File: src/rtl/cfg_cardinfo_pkg.sv
// Shared definitions for the card/AFU configuration tie-off loader:
// FSM states, load word map and AFU control-word field positions.
package cfg_cardinfo_pkg;

  localparam int MAX_AFU = 8;

  typedef enum logic [2:0] {
    ST_IDLE,
    ST_LOAD,
    ST_CHECK,
    ST_COMMIT,
    ST_LOCKED,
    ST_ERROR
  } cfg_state_t;

  localparam logic [7:0] ADDR_IDS       = 8'd0;
  localparam logic [7:0] ADDR_SERIAL_LO = 8'd1;
  localparam logic [7:0] ADDR_SERIAL_HI = 8'd2;
  localparam logic [7:0] ADDR_AFU_BASE  = 8'd4;

  localparam int ACTAG_LSB = 0;
  localparam int ACTAG_W   = 12;
  localparam int PASID_LSB = 12;
  localparam int PASID_W   = 5;
  localparam int RDUR_LSB  = 17;
  localparam int RDUR_W    = 8;

  function automatic logic [7:0] afuBarAddr(input int afu);
    return ADDR_AFU_BASE + 8'(2 * afu);
  endfunction

  function automatic logic [7:0] afuCtlAddr(input int afu);
    return afuBarAddr(afu) + 8'd1;
  endfunction

  // Address 3 is a hole in the map and counts as out-of-range.
  function automatic logic addrInRange(input logic [7:0] addr, input int numAfu);
    return (addr <= ADDR_SERIAL_HI) ||
           ((addr >= ADDR_AFU_BASE) && ({24'b0, addr} <= 32'(3 + 2 * numAfu)));
  endfunction

endpackage

File: src/rtl/cfg_tieoff_afu_regs.sv
// One AFU's shadow and active configuration fields; the shadow is loaded
// beat by beat and copied to the active set on a single commit pulse.
module cfg_tieoff_afu_regs
  import cfg_cardinfo_pkg::*;
#(
  parameter logic [31:0] DEF_BAR0_SIZE_HI = 32'hFFFF_FFFF,
  parameter logic [11:0] DEF_ACTAG_LEN    = 12'h020,
  parameter logic [4:0]  DEF_PASID_LEN    = 5'b01001,
  parameter logic [7:0]  DEF_RESET_DUR    = 8'h10
) (
  input  logic        clock,
  input  logic        reset_n,
  input  logic        i_wrBar,
  input  logic        i_wrCtl,
  input  logic        i_commit,
  input  logic [31:0] i_wrData,
  output logic [31:0] o_bar0Hi,
  output logic [11:0] o_actagLen,
  output logic [4:0]  o_pasidLen,
  output logic [7:0]  o_resetDur
);

  logic [31:0] r_shBar0Hi, r_actBar0Hi;
  logic [11:0] r_shActag,  r_actActag;
  logic [4:0]  r_shPasid,  r_actPasid;
  logic [7:0]  r_shRdur,   r_actRdur;

  always_ff @(posedge clock or negedge reset_n) begin
    if (!reset_n) begin
      r_shBar0Hi  <= DEF_BAR0_SIZE_HI;
      r_shActag   <= DEF_ACTAG_LEN;
      r_shPasid   <= DEF_PASID_LEN;
      r_shRdur    <= DEF_RESET_DUR;
      r_actBar0Hi <= DEF_BAR0_SIZE_HI;
      r_actActag  <= DEF_ACTAG_LEN;
      r_actPasid  <= DEF_PASID_LEN;
      r_actRdur   <= DEF_RESET_DUR;
    end else begin
      if (i_wrBar) r_shBar0Hi <= i_wrData;
      if (i_wrCtl) begin
        r_shActag <= i_wrData[ACTAG_LSB +: ACTAG_W];
        r_shPasid <= i_wrData[PASID_LSB +: PASID_W];
        r_shRdur  <= i_wrData[RDUR_LSB +: RDUR_W];
      end
      if (i_commit) begin
        r_actBar0Hi <= r_shBar0Hi;
        r_actActag  <= r_shActag;
        r_actPasid  <= r_shPasid;
        r_actRdur   <= r_shRdur;
      end
    end
  end

  assign o_bar0Hi   = r_actBar0Hi;
  assign o_actagLen = r_actActag;
  assign o_pasidLen = r_actPasid;
  assign o_resetDur = r_actRdur;

endmodule

File: src/rtl/cfg_tieoff_loader.sv
// Field-loadable configuration tie-offs: parameter defaults after reset,
// optionally overwritten once by a checksummed word stream, then locked.
module cfg_tieoff_loader
  import cfg_cardinfo_pkg::*;
#(
  parameter int          NUM_AFU              = 1,
  parameter int          TIMEOUT_CYCLES       = 4096,
  parameter logic [15:0] DEF_SUBSYS_ID        = 16'h060D,
  parameter logic [15:0] DEF_SUBSYS_VENDOR_ID = 16'h1014,
  parameter logic [63:0] DEF_SERIAL           = 64'hDEAD_DEAD_DEAD_DEAD,
  parameter logic [31:0] DEF_BAR0_SIZE_HI     = 32'hFFFF_FFFF,
  parameter logic [11:0] DEF_ACTAG_LEN        = 12'h020,
  parameter logic [4:0]  DEF_PASID_LEN        = 5'b01001,
  parameter logic [7:0]  DEF_RESET_DUR        = 8'h10
) (
  input  logic                   clock,
  input  logic                   reset_n,
  input  logic                   ld_valid,
  output logic                   ld_ready,
  input  logic [7:0]             ld_addr,
  input  logic [31:0]            ld_data,
  input  logic                   ld_last,
  output logic [15:0]            ro_subsystem_id,
  output logic [15:0]            ro_subsystem_vendor_id,
  output logic [63:0]            ro_serial_number,
  output logic [NUM_AFU*64-1:0]  ro_bar0_size,
  output logic [NUM_AFU*12-1:0]  ro_actag_len,
  output logic [NUM_AFU*5-1:0]   ro_pasid_len,
  output logic [NUM_AFU*8-1:0]   ro_reset_duration,
  output logic                   cfg_ready,
  output logic                   load_done,
  output logic                   load_err
);

  localparam int CNT_W = (TIMEOUT_CYCLES > 1) ? $clog2(TIMEOUT_CYCLES) : 1;
  localparam logic [CNT_W-1:0] CNT_MAX = CNT_W'(TIMEOUT_CYCLES - 1);

  cfg_state_t       r_state;
  logic [CNT_W-1:0] r_count;
  logic [31:0]      r_sum, r_expSum;
  logic             r_bad, r_loaded, r_commit;
  logic             r_ldReady, r_cfgReady, r_loadDone, r_loadErr;

  logic [15:0] r_shSubsys, r_shVendor, r_actSubsys, r_actVendor;
  logic [63:0] r_shSerial, r_actSerial;

  logic               w_accept, w_dataBeat;
  logic [NUM_AFU-1:0] w_wrBar, w_wrCtl;

  assign w_accept   = ld_valid & r_ldReady;
  assign w_dataBeat = w_accept & ~ld_last;

  // ld_ready is driven from the next state so it drops on the very edge
  // that accepts the last beat; the status flags follow the current state,
  // which puts them one edge behind the COMMIT/ERROR transition.
  always_ff @(posedge clock or negedge reset_n) begin
    if (!reset_n) begin
      r_state    <= ST_IDLE;
      r_count    <= '0;
      r_sum      <= '0;
      r_expSum   <= '0;
      r_bad      <= 1'b0;
      r_loaded   <= 1'b0;
      r_commit   <= 1'b0;
      r_ldReady  <= 1'b0;
      r_cfgReady <= 1'b0;
      r_loadDone <= 1'b0;
      r_loadErr  <= 1'b0;
    end else begin
      r_commit   <= 1'b0;
      r_cfgReady <= (r_state == ST_LOCKED) || (r_state == ST_ERROR);
      r_loadDone <= (r_state == ST_LOCKED) && r_loaded;
      r_loadErr  <= (r_state == ST_ERROR);
      if (w_dataBeat) begin
        r_sum <= r_sum + ld_data;
        if (!addrInRange(ld_addr, NUM_AFU)) r_bad <= 1'b1;
      end
      case (r_state)
        ST_IDLE, ST_LOAD: begin
          r_ldReady <= 1'b1;
          if (w_accept) begin
            r_count <= '0;
            if (ld_last) begin
              r_expSum  <= ld_data;
              r_ldReady <= 1'b0;
              r_state   <= ST_CHECK;
            end else begin
              r_state <= ST_LOAD;
            end
          end else if (r_count == CNT_MAX) begin
            r_ldReady <= 1'b0;
            r_state   <= (r_state == ST_IDLE) ? ST_LOCKED : ST_ERROR;
          end else begin
            r_count <= r_count + CNT_W'(1);
          end
        end
        ST_CHECK: begin
          r_state <= ((r_sum == r_expSum) && !r_bad) ? ST_COMMIT : ST_ERROR;
        end
        ST_COMMIT: begin
          r_commit <= 1'b1;
          r_loaded <= 1'b1;
          r_state  <= ST_LOCKED;
        end
        default: begin
          r_ldReady <= 1'b0;
        end
      endcase
    end
  end

  always_ff @(posedge clock or negedge reset_n) begin
    if (!reset_n) begin
      r_shSubsys  <= DEF_SUBSYS_ID;
      r_shVendor  <= DEF_SUBSYS_VENDOR_ID;
      r_shSerial  <= DEF_SERIAL;
      r_actSubsys <= DEF_SUBSYS_ID;
      r_actVendor <= DEF_SUBSYS_VENDOR_ID;
      r_actSerial <= DEF_SERIAL;
    end else begin
      if (w_dataBeat) begin
        case (ld_addr)
          ADDR_IDS:       {r_shVendor, r_shSubsys} <= ld_data;
          ADDR_SERIAL_LO: r_shSerial[31:0]         <= ld_data;
          ADDR_SERIAL_HI: r_shSerial[63:32]        <= ld_data;
          default: ;
        endcase
      end
      if (r_commit) begin
        r_actSubsys <= r_shSubsys;
        r_actVendor <= r_shVendor;
        r_actSerial <= r_shSerial;
      end
    end
  end

  for (genvar a = 0; a < NUM_AFU; a++) begin : g_afu
    assign w_wrBar[a] = w_dataBeat && (ld_addr == afuBarAddr(a));
    assign w_wrCtl[a] = w_dataBeat && (ld_addr == afuCtlAddr(a));
    assign ro_bar0_size[64*a +: 32] = 32'h0;

    cfg_tieoff_afu_regs #(
      .DEF_BAR0_SIZE_HI (DEF_BAR0_SIZE_HI),
      .DEF_ACTAG_LEN    (DEF_ACTAG_LEN),
      .DEF_PASID_LEN    (DEF_PASID_LEN),
      .DEF_RESET_DUR    (DEF_RESET_DUR)
    ) u_afuRegs (
      .clock      (clock),
      .reset_n    (reset_n),
      .i_wrBar    (w_wrBar[a]),
      .i_wrCtl    (w_wrCtl[a]),
      .i_commit   (r_commit),
      .i_wrData   (ld_data),
      .o_bar0Hi   (ro_bar0_size[64*a+32 +: 32]),
      .o_actagLen (ro_actag_len[12*a +: 12]),
      .o_pasidLen (ro_pasid_len[5*a +: 5]),
      .o_resetDur (ro_reset_duration[8*a +: 8])
    );
  end

  assign ld_ready               = r_ldReady;
  assign cfg_ready              = r_cfgReady;
  assign load_done              = r_loadDone;
  assign load_err               = r_loadErr;
  assign ro_subsystem_id        = r_actSubsys;
  assign ro_subsystem_vendor_id = r_actVendor;
  assign ro_serial_number       = r_actSerial;

endmodule
File: config.mk
export PLATFORM = sky130hd
export DESIGN_NAME = cfg_tieoff_loader
export DESIGN_NICKNAME = d
export VERILOG_FILES = /design/src/rtl/cfg_cardinfo_pkg.sv /design/src/rtl/cfg_tieoff_afu_regs.sv /design/src/rtl/cfg_tieoff_loader.sv
export SDC_FILE = /design/constraint.sdc
export NUM_CORES = 1
export LEC_CHECK = 0
export BUFFER_PORTS_ARGS = -buffer_cell sky130_fd_sc_hd__buf_2
export CORE_ASPECT_RATIO = 0.6
export CORE_MARGIN = 2
export CORE_UTILIZATION = 41
export DETAILED_ROUTE_END_ITERATION = 6
export PLACE_DENSITY = 0.6
export REMOVE_ABC_BUFFERS = 1
export SETUP_SLACK_MARGIN = 0.4
export SLEW_MARGIN = 15
export SYNTH_ARGS = -nofsm -noshare
export SYNTH_HDL_FRONTEND = slang
export SYNTH_HIERARCHICAL = 1
export SYNTH_SLANG_ARGS = --single-unit
File: constraint.sdc
create_clock -name clock -period 4.6 [get_ports clock]
set_input_delay 0.92 -clock clock [delete_from_list [all_inputs] [get_ports clock]]
set_output_delay 0.92 -clock clock [all_outputs]
set_load 0.005 [all_outputs]
==> impl_metrics.tcl, run 1 <==
set metrics [dict create \
    drive_above_1_share_pct 55.2 \
    wl_per_cell_um 18.7 \
    area_growth_pct 17.2 \
    path_class "input port to flop" \
    vias 10300 \
    cts.repair.resized 0 \
    outcome "completed" \
    critPathLaunchType "input port" \
    powerDensity_mw_per_mm2 352 \
    critPathArrivalTime_ps 3880 \
    post_cts_buffers 0 \
    rsz0062_at_grt "false" \
    synth.distinct_cells 62 \
    antenna_found_initial 1 \
    yosysMostFrequentCell "mux2_2" \
    port_buffers 200 \
    cts_inserted_buffers 39 \
    cap_violations 0 \
    p_clk_share_pct 48.6 \
    htreeDepth 2 \
    synth_edf_count 0 \
    power.leakage_nw 9.88 \
    dp_hpwl_um 25900 \
    netlist_top_cells_count "mux2_2, dfrtp_1, dfstp_2" \
    hold_buffers 0 \
    met3_usage_pct 3.72 \
    synthTopCellsByArea "dfrtp_1, dfstp_2, mux2_2" \
    cts_tree "yes" \
    post-route-min-period_ps 3460 \
    yosysTopAreaCell "dfrtp_1" \
    seq_power_share_pct 48.7 \
    clock-sinks 392 \
    fin_crit_sh_pct 75.3 \
    root_buffer "clkbuf_16" \
    layout.nets 1514 \
    grt_max_degree 116 \
    core_mm2 0.0417 \
    tns_ps 0 \
    dp.cells 1966 \
    multiInputGateArea_mm2 0.00676 \
    worst_setup_path_end_kind "flop" \
    synth_area_mm2 0.0172 \
    switching_share_pct 21.2 \
    initial_core_util_pct 41.3 \
    fin_worst_skew_ps 17.6 \
    slew_headroom_pct 29.9 \
    drt_iter0_drc 554 \
    ys_seq_elements 392 \
    dr.pass1.iters 4 \
    rows 58 \
    async_reset_ff_share_pct 100 \
    synth-seq-area-share_pct 58.3 \
    combPwrFrac_pct 2.8 \
    fmax_mhz 289 \
    wl_um 38000 \
    synth_cells 1234 \
    netSwitchingPower_mw 1.50 \
    r2r_cells 8 \
    drv_slew 0 \
    syn_avg_cell_area_um2 13.9 \
    antennaDiodeCount 0 \
    vias_per_cell 5.04 \
    drc 0 \
    busiest_layer "met1" \
    synth_ff_type "dfrtp_1" \
    grt_first_pass_wirelength_um 59900 \
    intPower_mw 5.60 \
    met2_usage_pct 24.9 \
    required_ps 5020 \
    clock_path_buffers 3 \
    worst-path-max-fanout 7 \
    use_met1_pct 27.5 \
    grt-ovfl-total 0 \
    ios 233 \
    die_w_um 269 \
    grt_use_total_pct 17.5 \
    clock_latency_ps 540 \
    irDropWorstVdd_v 0.000238 \
    die_h_um 163 \
    ant_nets 0 \
    setup_viol 0 \
    min_path_cells 1 \
    yosys_warnings 6 \
    rrSetupSlack_ps 1190 \
    fill_cells 3712 \
    final_cells 2037 \
    routabilityCongestion 0.864 \
    clk_pin_slew_ps 70 \
    synth_top_cell_area_share_pct 31.4 \
    design.die.area_mm2 0.0437 \
    grt_pass1_vias 10300 \
    worstMarginPinSlew_ps 1040 \
    hold_viol 0 \
    seqCellArea_mm2 0.0100 \
    hold_class "flop to flop" \
]
[layout make-up]
type                       instances  share of cell area, %
clock buffer                      56                   5.92
clock inverter                    15                   1.09
tap                              570                   3.54
timing repair buffer             219                   6.09
sequential                       392                   49.7
inverter                           7                  0.130
multi-input combinational        778                   33.5
[worst paths after layout]
path | start | end
max | ld_data[0] | r_sum[30]$_DFFE_PN0P_
min | r_loaded$_DFFE_PN0P_ | r_loaded$_DFFE_PN0P_
max reg2reg | r_sum[3]$_DFFE_PN0P_ | r_expSum[25]$_DFFE_PN0P_
min reg2reg | r_loaded$_DFFE_PN0P_ | r_loaded$_DFFE_PN0P_
max in group asynchronous | reset_n | g_afu[0].u_afuRegs/r_shBar0Hi[22]$_DFFE_PN1P_
min in group asynchronous | reset_n | ro_subsystem_id[12]$_DFFE_PN0P_
[power groups by stage]
stage          Sequential (mW)  Combinational [mW]  Clock (mW)
6_report                  3.46               0.198        3.45
5_1_grt                   3.45               0.227        3.72
4_1_cts                   3.45               0.203        3.57
3_5_place_dp              3.51               0.203           0
3_3_place_gp              3.51               0.199           0
2_1_floorplan             3.51              0.0540           0
[layout by cell type, fill, tap and decap left out, drive strengths merged, types with 3 or more instances in the layout]
cell type | Yosys | layout
dfrtp | 216 | 216
clkbuf | 34 | 56
a31oi | 5 | 5
nor2 | 30 | 30
clkinv | 0 | 7
xor2 | 25 | 25
and3 | 5 | 5
a211o | 3 | 3
inv | 7 | 9
nor2b | 5 | 5
and4 | 4 | 4
o21ai | 46 | 46
or3 | 6 | 6
nand2b | 3 | 3
o21a | 7 | 7
nor4 | 4 | 4
a21o | 12 | 12
o211ai | 3 | 3
xnor2 | 44 | 44
nand4 | 14 | 14
ha | 32 | 32
mux2 | 340 | 340
conb | 1 | 32
bufinv | 0 | 5
nand2 | 74 | 74
a21oi | 37 | 37
nor3 | 3 | 3
dfstp | 176 | 176
or2 | 4 | 4
nand3 | 10 | 10
buf | 54 | 219
a211oi | 3 | 3
[worst max-delay path: stages]
cell and delay (ps):
buf_2 150, ha_1 250, fa_1 410, a21o_1 190, a21o_1 220, a211o_1 350, a21boi_2 220, o221ai_2 170
o21a_1 300, a211oi_2 250, nor4b_1 70, or3_1 380
[through the flow]
| step | total power [mW] | cell area (um2) | setup slack [ps] | util (%) | hold WS (ps) |
|---|---|---|---|---|---|
| 2_1_floorplan | 3.57 | 16800 | 195 | - | 431 |
| 3_3_place_gp | 3.71 | 18800 | 653 | 45.0 | 450 |
| 3_5_place_dp | 3.72 | 18800 | 623 | 45.0 | 456 |
| 4_1_cts | 7.23 | 20200 | 1200 | 48.4 | 471 |
| 5_1_grt | 7.40 | 20200 | 956 | 48.4 | 494 |
| 6_report | 7.10 | 20200 | 1140 | 48.4 | 468 |
[kinds of logic after synthesis]
logic type      share of synthesized area [%]
fa+ha+maj                                2.44
compound gates                           4.72
xor+xnor                                 3.51
flops                                    58.3
buf+inv                                  3.21
mux                                      23.0
other cells                            0.0218
simple gates                             4.88
[registers in the layout (all words and copies together), names as in the netlist, 5 cells and up]
signal                      count
g_afu.u_afuRegs/o_resetDur      8
r_shSubsys                     16
g_afu.u_afuRegs/r_shActag      12
g_afu.u_afuRegs/o_actagLen     12
ro_subsystem_id                16
ro_serial_number               64
r_count                        12
g_afu.u_afuRegs/o_pasidLen      5
r_shSerial                     64
g_afu.u_afuRegs/r_shRdur        8
g_afu.u_afuRegs/o_bar0Hi       32
r_sum                          32
g_afu.u_afuRegs/r_shPasid       5
r_shVendor                     16
ro_subsystem_vendor_id         16
r_expSum                       32
g_afu.u_afuRegs/r_shBar0Hi     32
[per-layer routing]
layer,share of wire (%),vias to the layer above
li1,-,4720
met1,52,5284
met2,42,216
met3,5.2,50
met4,1.4,0
met5,0,-
Note: power is estimated with default switching activity, not from simulation.
==> inputs of run 2 (changes only) <==
Settings changed: PLACE_DENSITY 0.6 to 0.62.
Clock period 4.6 ns to 3.1 ns, I/O delays scaled along.
==> run 2 against run 1 <==
Clock power is 38% higher. Sequential power up 48%. Count of clock-buffer cells in the layout grew 1. Die area unchanged. Sequential cell count stayed put. Critical path type is now flop to flop. Critical endpoint unchanged. Largest power group unchanged.
==> impl_metrics.tcl, run 2 (synthesis gave the netlist of run 1 again) <==
set metrics [dict create \
    outcome "completed" \
    fin_crit_sh_pct 95.1 \
    rows 58 \
    initial_core_util_pct 41.3 \
    clk_pin_slew_ps 60 \
    netSwitchingPower_mw 2.22 \
    final_cell_mix "mux2_2, dfrtp_1, buf_2" \
    switching_share_pct 21.8 \
    antenna_found_initial 0 \
    grt_use_total_pct 18.5 \
    cap_violations 0 \
    hold_viol 0 \
    cts_tree "yes" \
    die_h_um 163 \
    root_buffer "clkbuf_16" \
    htreeDepth 2 \
    design.die.area_mm2 0.0437 \
    power.leakage_nw 10.2 \
    intPower_mw 7.99 \
    clock-sinks 392 \
    die_w_um 269 \
    final_cells 2104 \
    setup_viol 0 \
    powerDensity_mw_per_mm2 485 \
    post-route-min-period_ps 2950 \
    wl_per_cell_um 19.5 \
    dp.cells 2013 \
    p_clk_share_pct 46.5 \
    tns_ps 0 \
    seq_power_share_pct 50.2 \
    layout.nets 1581 \
    critPathArrivalTime_ps 3360 \
    fin_worst_skew_ps 11.5 \
    fmax_mhz 339 \
    cts_inserted_buffers 39 \
    worst-path-max-fanout 3 \
    final_common_cell "mux2_2" \
    drv_slew 0 \
    antennaDiodeCount 0 \
    worst_setup_path_end_kind "flop" \
    grt_max_degree 94 \
    area_growth_pct 22.3 \
    required_ps 3510 \
    grt_pass1_vias 10600 \
    dr.pass1.iters 5 \
    slew_headroom_pct 54.7 \
    routabilityCongestion 0.884 \
    path_class "flop to flop" \
    drive_above_1_share_pct 58.9 \
    hold_class "input port to async pin" \
    hold_slack_ps 79.3 \
    vias 10700 \
    rsz0062_at_grt "true" \
    vias_per_cell 5.07 \
    port_buffers 200 \
    core_mm2 0.0417 \
    grt-ovfl-total 0 \
    worstMarginPinSlew_ps 680 \
    clock_path_buffers 3 \
    irDropWorstVdd_v 0.000285 \
    ant_nets 0 \
    critPathLaunchType "flop" \
    grt_first_pass_wirelength_um 62900 \
    drc 0 \
    dp_hpwl_um 27600 \
    wl_um 41000 \
    ios 233 \
    combPwrFrac_pct 3.3 \
    final_area_mm2 0.0211 \
    drt_iter0_drc 742 \
    clock_latency_ps 530 \
    place_area_mm2 0.0192 \
]
## run 2: cell types whose count changed in the layout (fill, tap and decap cells not counted), moves of 4 or more
cell / delta
buf_4: +52
mux2_2: -32
mux2_4: +32
buf_12: +8
ha_1: -7
a21oi_1: -5
xnor2_1: -5
xnor2_2: +5
clkbuf_1: +4
ha_4: +4
## run 2: power by group through the flow
| stage | registers, mW | clock network, mW | logic [mW] |
|---|---|---|---|
| floorplan | 5.21 | 0 | 0.0801 |
| global placement | 5.21 | 0 | 0.333 |
| detailed placement | 5.21 | 0 | 0.338 |
| CTS | 5.13 | 4.90 | 0.341 |
| global route | 5.12 | 5.12 | 0.387 |
| finish | 5.13 | 4.75 | 0.341 |
## run 2: stage by stage
step                power (mW)  util, %  setup WS (ps)
floorplan                 5.29        -          -1310
global placement          5.55     46.0           -368
detailed placement        5.55     46.0           -431
CTS                       10.4     49.6            156
global route              10.6     50.5          -48.4
finish                    10.2     50.5            153
## run 2: worst max-delay path, stage by stage (launching register included)
cell and delay, ps:
dfrtp_1 410, ha_4 180, fa_2 340, a21o_1 180, a21o_1 180, a211o_1 330
a21boi_2 190, o221ai_2 110, o21a_1 230, a211oi_2 220, nor4b_1 80, or3_1 380
## run 2: timing repair
item                       in CTS  in global routing
pin swaps                       8                 13
setup endpoints to repair      43                 45
resized for setup              17                 57
setup buffers                   7                  9
gates cloned                    2                  2
hold buffers                    0                  0
## run 2: area by class of cell
| cell class | instances | area, um2 |
|---|---|---|
| clock buffer | 57 | 1160 |
| tap | 570 | 713 |
| multi-input combinational | 778 | 7080 |
| fill | 3677 | 20600 |
| timing repair buffer | 286 | 1920 |
| clock inverter | 14 | 134 |
| inverter | 7 | 26.3 |
| sequential | 392 | 10000 |
## run 2: worst paths after layout
| check | startpoint | end | slack [ps] | depth (start not counted) |
|---|---|---|---|---|
| max in group asynchronous | reset_n | g_afu[0].u_afuRegs/o_bar0Hi[16]$_DFFE_PN1P_ | 2150 | 2 |
| hold reg to reg | r_loaded$_DFFE_PN0P_ | r_loaded$_DFFE_PN0P_ | 470 | 1 |
| setup reg to reg | r_sum[0]$_DFFE_PN0P_ | r_sum[30]$_DFFE_PN0P_ | 150 | 11 |
| setup / recovery | r_sum[0]$_DFFE_PN0P_ | r_sum[30]$_DFFE_PN0P_ | 150 | 11 |
| hold / removal | reset_n | g_afu[0].u_afuRegs/o_actagLen[4]$_DFFE_PN0P_ | 80 | 1 |
| min in group clock | ld_data[5] | r_expSum[5]$_DFFE_PN0P_ | 390 | 2 |
## run 2: per-layer routing
metal / vias up / wire length (um) / global-route usage [%] / share of wire, %
met5: - / 0 / 0 / 0
met2: 281 / 17400 / 26.2 / 42
met4: 0 / 579 / 3.11 / 1.4
met1: 5486 / 20700 / 29.3 / 50
met3: 54 / 2390 / 3.83 / 5.8
li1: 4849 / - / - / -
==> inputs of run 3 (changes only) <==
Settings changed: CORE_ASPECT_RATIO 0.6 to 1.1, REMOVE_ABC_BUFFERS 1 to default.
==> run 3 against run 2 <==
First-iteration DRC count shrank 40%. Fmax shrank 0.49%. Sequential share of layout area grew 0.36 points. Cell count shrank 0.67%. Non-clock buffer count shrank 11. Worst setup slack lost 15 ps.
==> impl_metrics.tcl, run 3 (synthesis gave the netlist of run 1 again) <==
set metrics [dict create \
    outcome "completed" \
    seq_power_share_pct 48.9 \
    intPower_mw 8.21 \
    ios 233 \
    grt_use_total_pct 18.4 \
    powerDensity_mw_per_mm2 502 \
    worst-path-max-fanout 2 \
    combPwrFrac_pct 3.3 \
    worst_setup_path_end_kind "flop" \
    wl_um 39700 \
    vias 10400 \
    hold_class "input port to flop" \
    clock_path_buffers 3 \
    clk_pin_slew_ps 60 \
    required_ps 3530 \
    area_growth_pct 21.4 \
    crit_family "compound AO/OA/AOI/OAI gates" \
    path_buf_inv 0 \
    wl_per_cell_um 19.0 \
    antenna_found_initial 0 \
    grt_pass1_vias 10800 \
    startpoint "r_sum[0]$_DFFE_PN0P_" \
    min_from "ld_data[29]" \
    clock-sinks 392 \
    drt_iter0_drc 447 \
    dp_hpwl_um 26700 \
    critPathLaunchType "flop" \
    rows 78 \
    max_stage_delay_ps 400 \
    crit_path_top_delay_cell "dfrtp_1" \
    ant_nets 0 \
    fmax_mhz 338 \
    critPathArrivalTime_ps 3390 \
    grt_max_degree 91 \
    power.leakage_nw 10.2 \
    cts_tree "yes" \
    grt_first_pass_wirelength_um 61700 \
    vias_per_cell 4.99 \
    path_class "flop to flop" \
    final_common_cell "mux2_2" \
    layout.nets 1573 \
    hold_viol 0 \
    crit_chain "ha_4 -> fa_2 -> a21o_1 -> a21o_1 -> a211o_1 -> a21boi_2 -> o221ai_2 -> o21a_1 -> a211oi_2 -> nor4b_2 -> or3_1" \
    root_buffer "clkbuf_16" \
    grt-ovfl-total 0 \
    worstMarginPinSlew_ps 610 \
    initial_core_util_pct 41.6 \
    irDropWorstVdd_v 0.000392 \
    design.die.area_mm2 0.0436 \
    fin_worst_skew_ps 16.7 \
    final_area_mm2 0.0209 \
    path_common_cell "a21o_1" \
    dr.pass1.iters 4 \
    cts_inserted_buffers 42 \
    drv_slew 0 \
    drc 0 \
    clock_latency_ps 560 \
    antennaDiodeCount 0 \
    p_clk_share_pct 47.8 \
    routabilityCongestion 0.838 \
    switching_share_pct 21.7 \
    setup_viol 0 \
    die_w_um 199 \
    rsz0062_at_grt "true" \
    drive_above_1_share_pct 58.8 \
    reg2reg_from "r_sum[0]$_DFFE_PN0P_" \
    htreeDepth 2 \
    core_mm2 0.0414 \
    fin_crit_sh_pct 95.5 \
    dp.cells 1994 \
    netSwitchingPower_mw 2.28 \
    die_h_um 219 \
    port_buffers 200 \
    final_cells 2090 \
    slew_headroom_pct 58.7 \
    final_cell_mix "mux2_2, dfrtp_1, buf_2" \
    place_area_mm2 0.0191 \
    post-route-min-period_ps 2960 \
    cap_violations 0 \
]
==> run 3: per-stage QoR <==
| stage | utilization (%) | hold slack [ps] | total power, mW | setup slack, ps | setup TNS (ps) |
|---|---|---|---|---|---|
| floorplan | - | 324 | 5.33 | 41.2 | 0 |
| global placement | 46.3 | 454 | 5.56 | -216 | -321 |
| detailed placement | 46.3 | 453 | 5.56 | -200 | -326 |
| CTS | 49.9 | 398 | 10.7 | 157 | 0 |
| global route | 50.5 | 412 | 10.9 | 10.0 | 0 |
| finish | 50.5 | 433 | 10.5 | 138 | 0 |
==> run 3: path summary, 6_finish.rpt <==
kind / end / slack [ps] / depth (start not counted)
setup / recovery: r_sum[30]$_DFFE_PN0P_ / 140 / 11
hold / removal: r_shVendor[13]$_DFFE_PN0P_ / 430 / 2
setup reg to reg: r_sum[30]$_DFFE_PN0P_ / 140 / 11
hold reg to reg: r_loaded$_DFFE_PN0P_ / 470 / 1
max in group asynchronous: r_shSerial[51]$_DFFE_PN1P_ / 1740 / 3
min in group asynchronous: ro_serial_number[56]$_DFFE_PN0P_ / 540 / 2
==> run 3: layer usage <==
layer / routed length (um) / share of wire [%] / vias up / global-route usage (%)
li1: - / - / 4834 / -
met1: 18300 / 46 / 5339 / 25.0
met2: 19100 / 48 / 206 / 30.3
met3: 1590 / 4.0 / 43 / 3.53
met4: 719 / 1.8 / 0 / 4.59
met5: 0 / 0 / - / 0
==> run 3: worst register-to-register path, stage by stage, from the launching register on <==
cell and delay, ps:
dfrtp_1 400, ha_4 170, fa_2 340, a21o_1 160, a21o_1 170, a211o_1 340
a21boi_2 210, o221ai_2 120, o21a_1 240, a211oi_2 270, nor4b_2 70, or3_1 350
==> run 3: power by group through the flow <==
stage	sequential [mW]	combinational [mW]	clock, mW
2_1_floorplan	5.21	0.112	0
4_1_cts	5.13	0.354	5.19
3_5_place_dp	5.21	0.349	0
5_1_grt	5.13	0.395	5.39
6_report	5.13	0.350	5.01
3_3_place_gp	5.21	0.347	0
==> run 3: layout make-up <==
cell class                 instances  area, um2
multi-input combinational        778       7000
clock buffer                      71       1350
tap                              560        701
clock inverter                     7       57.6
timing repair buffer             275       1730
sequential                       392      10000
inverter                           7       26.3
fill                            3690      20500
==> run 3: timing repair <==
action / in CTS / in global routing
hold endpoints to repair: 12 / 0
endpoints found under the setup margin: 43 / 45
hold buffers: 1 / 0
gates cloned: 0 / 1
pin swaps: 4 / 21
resized for setup: 6 / 29
buffers inserted: 7 / 9
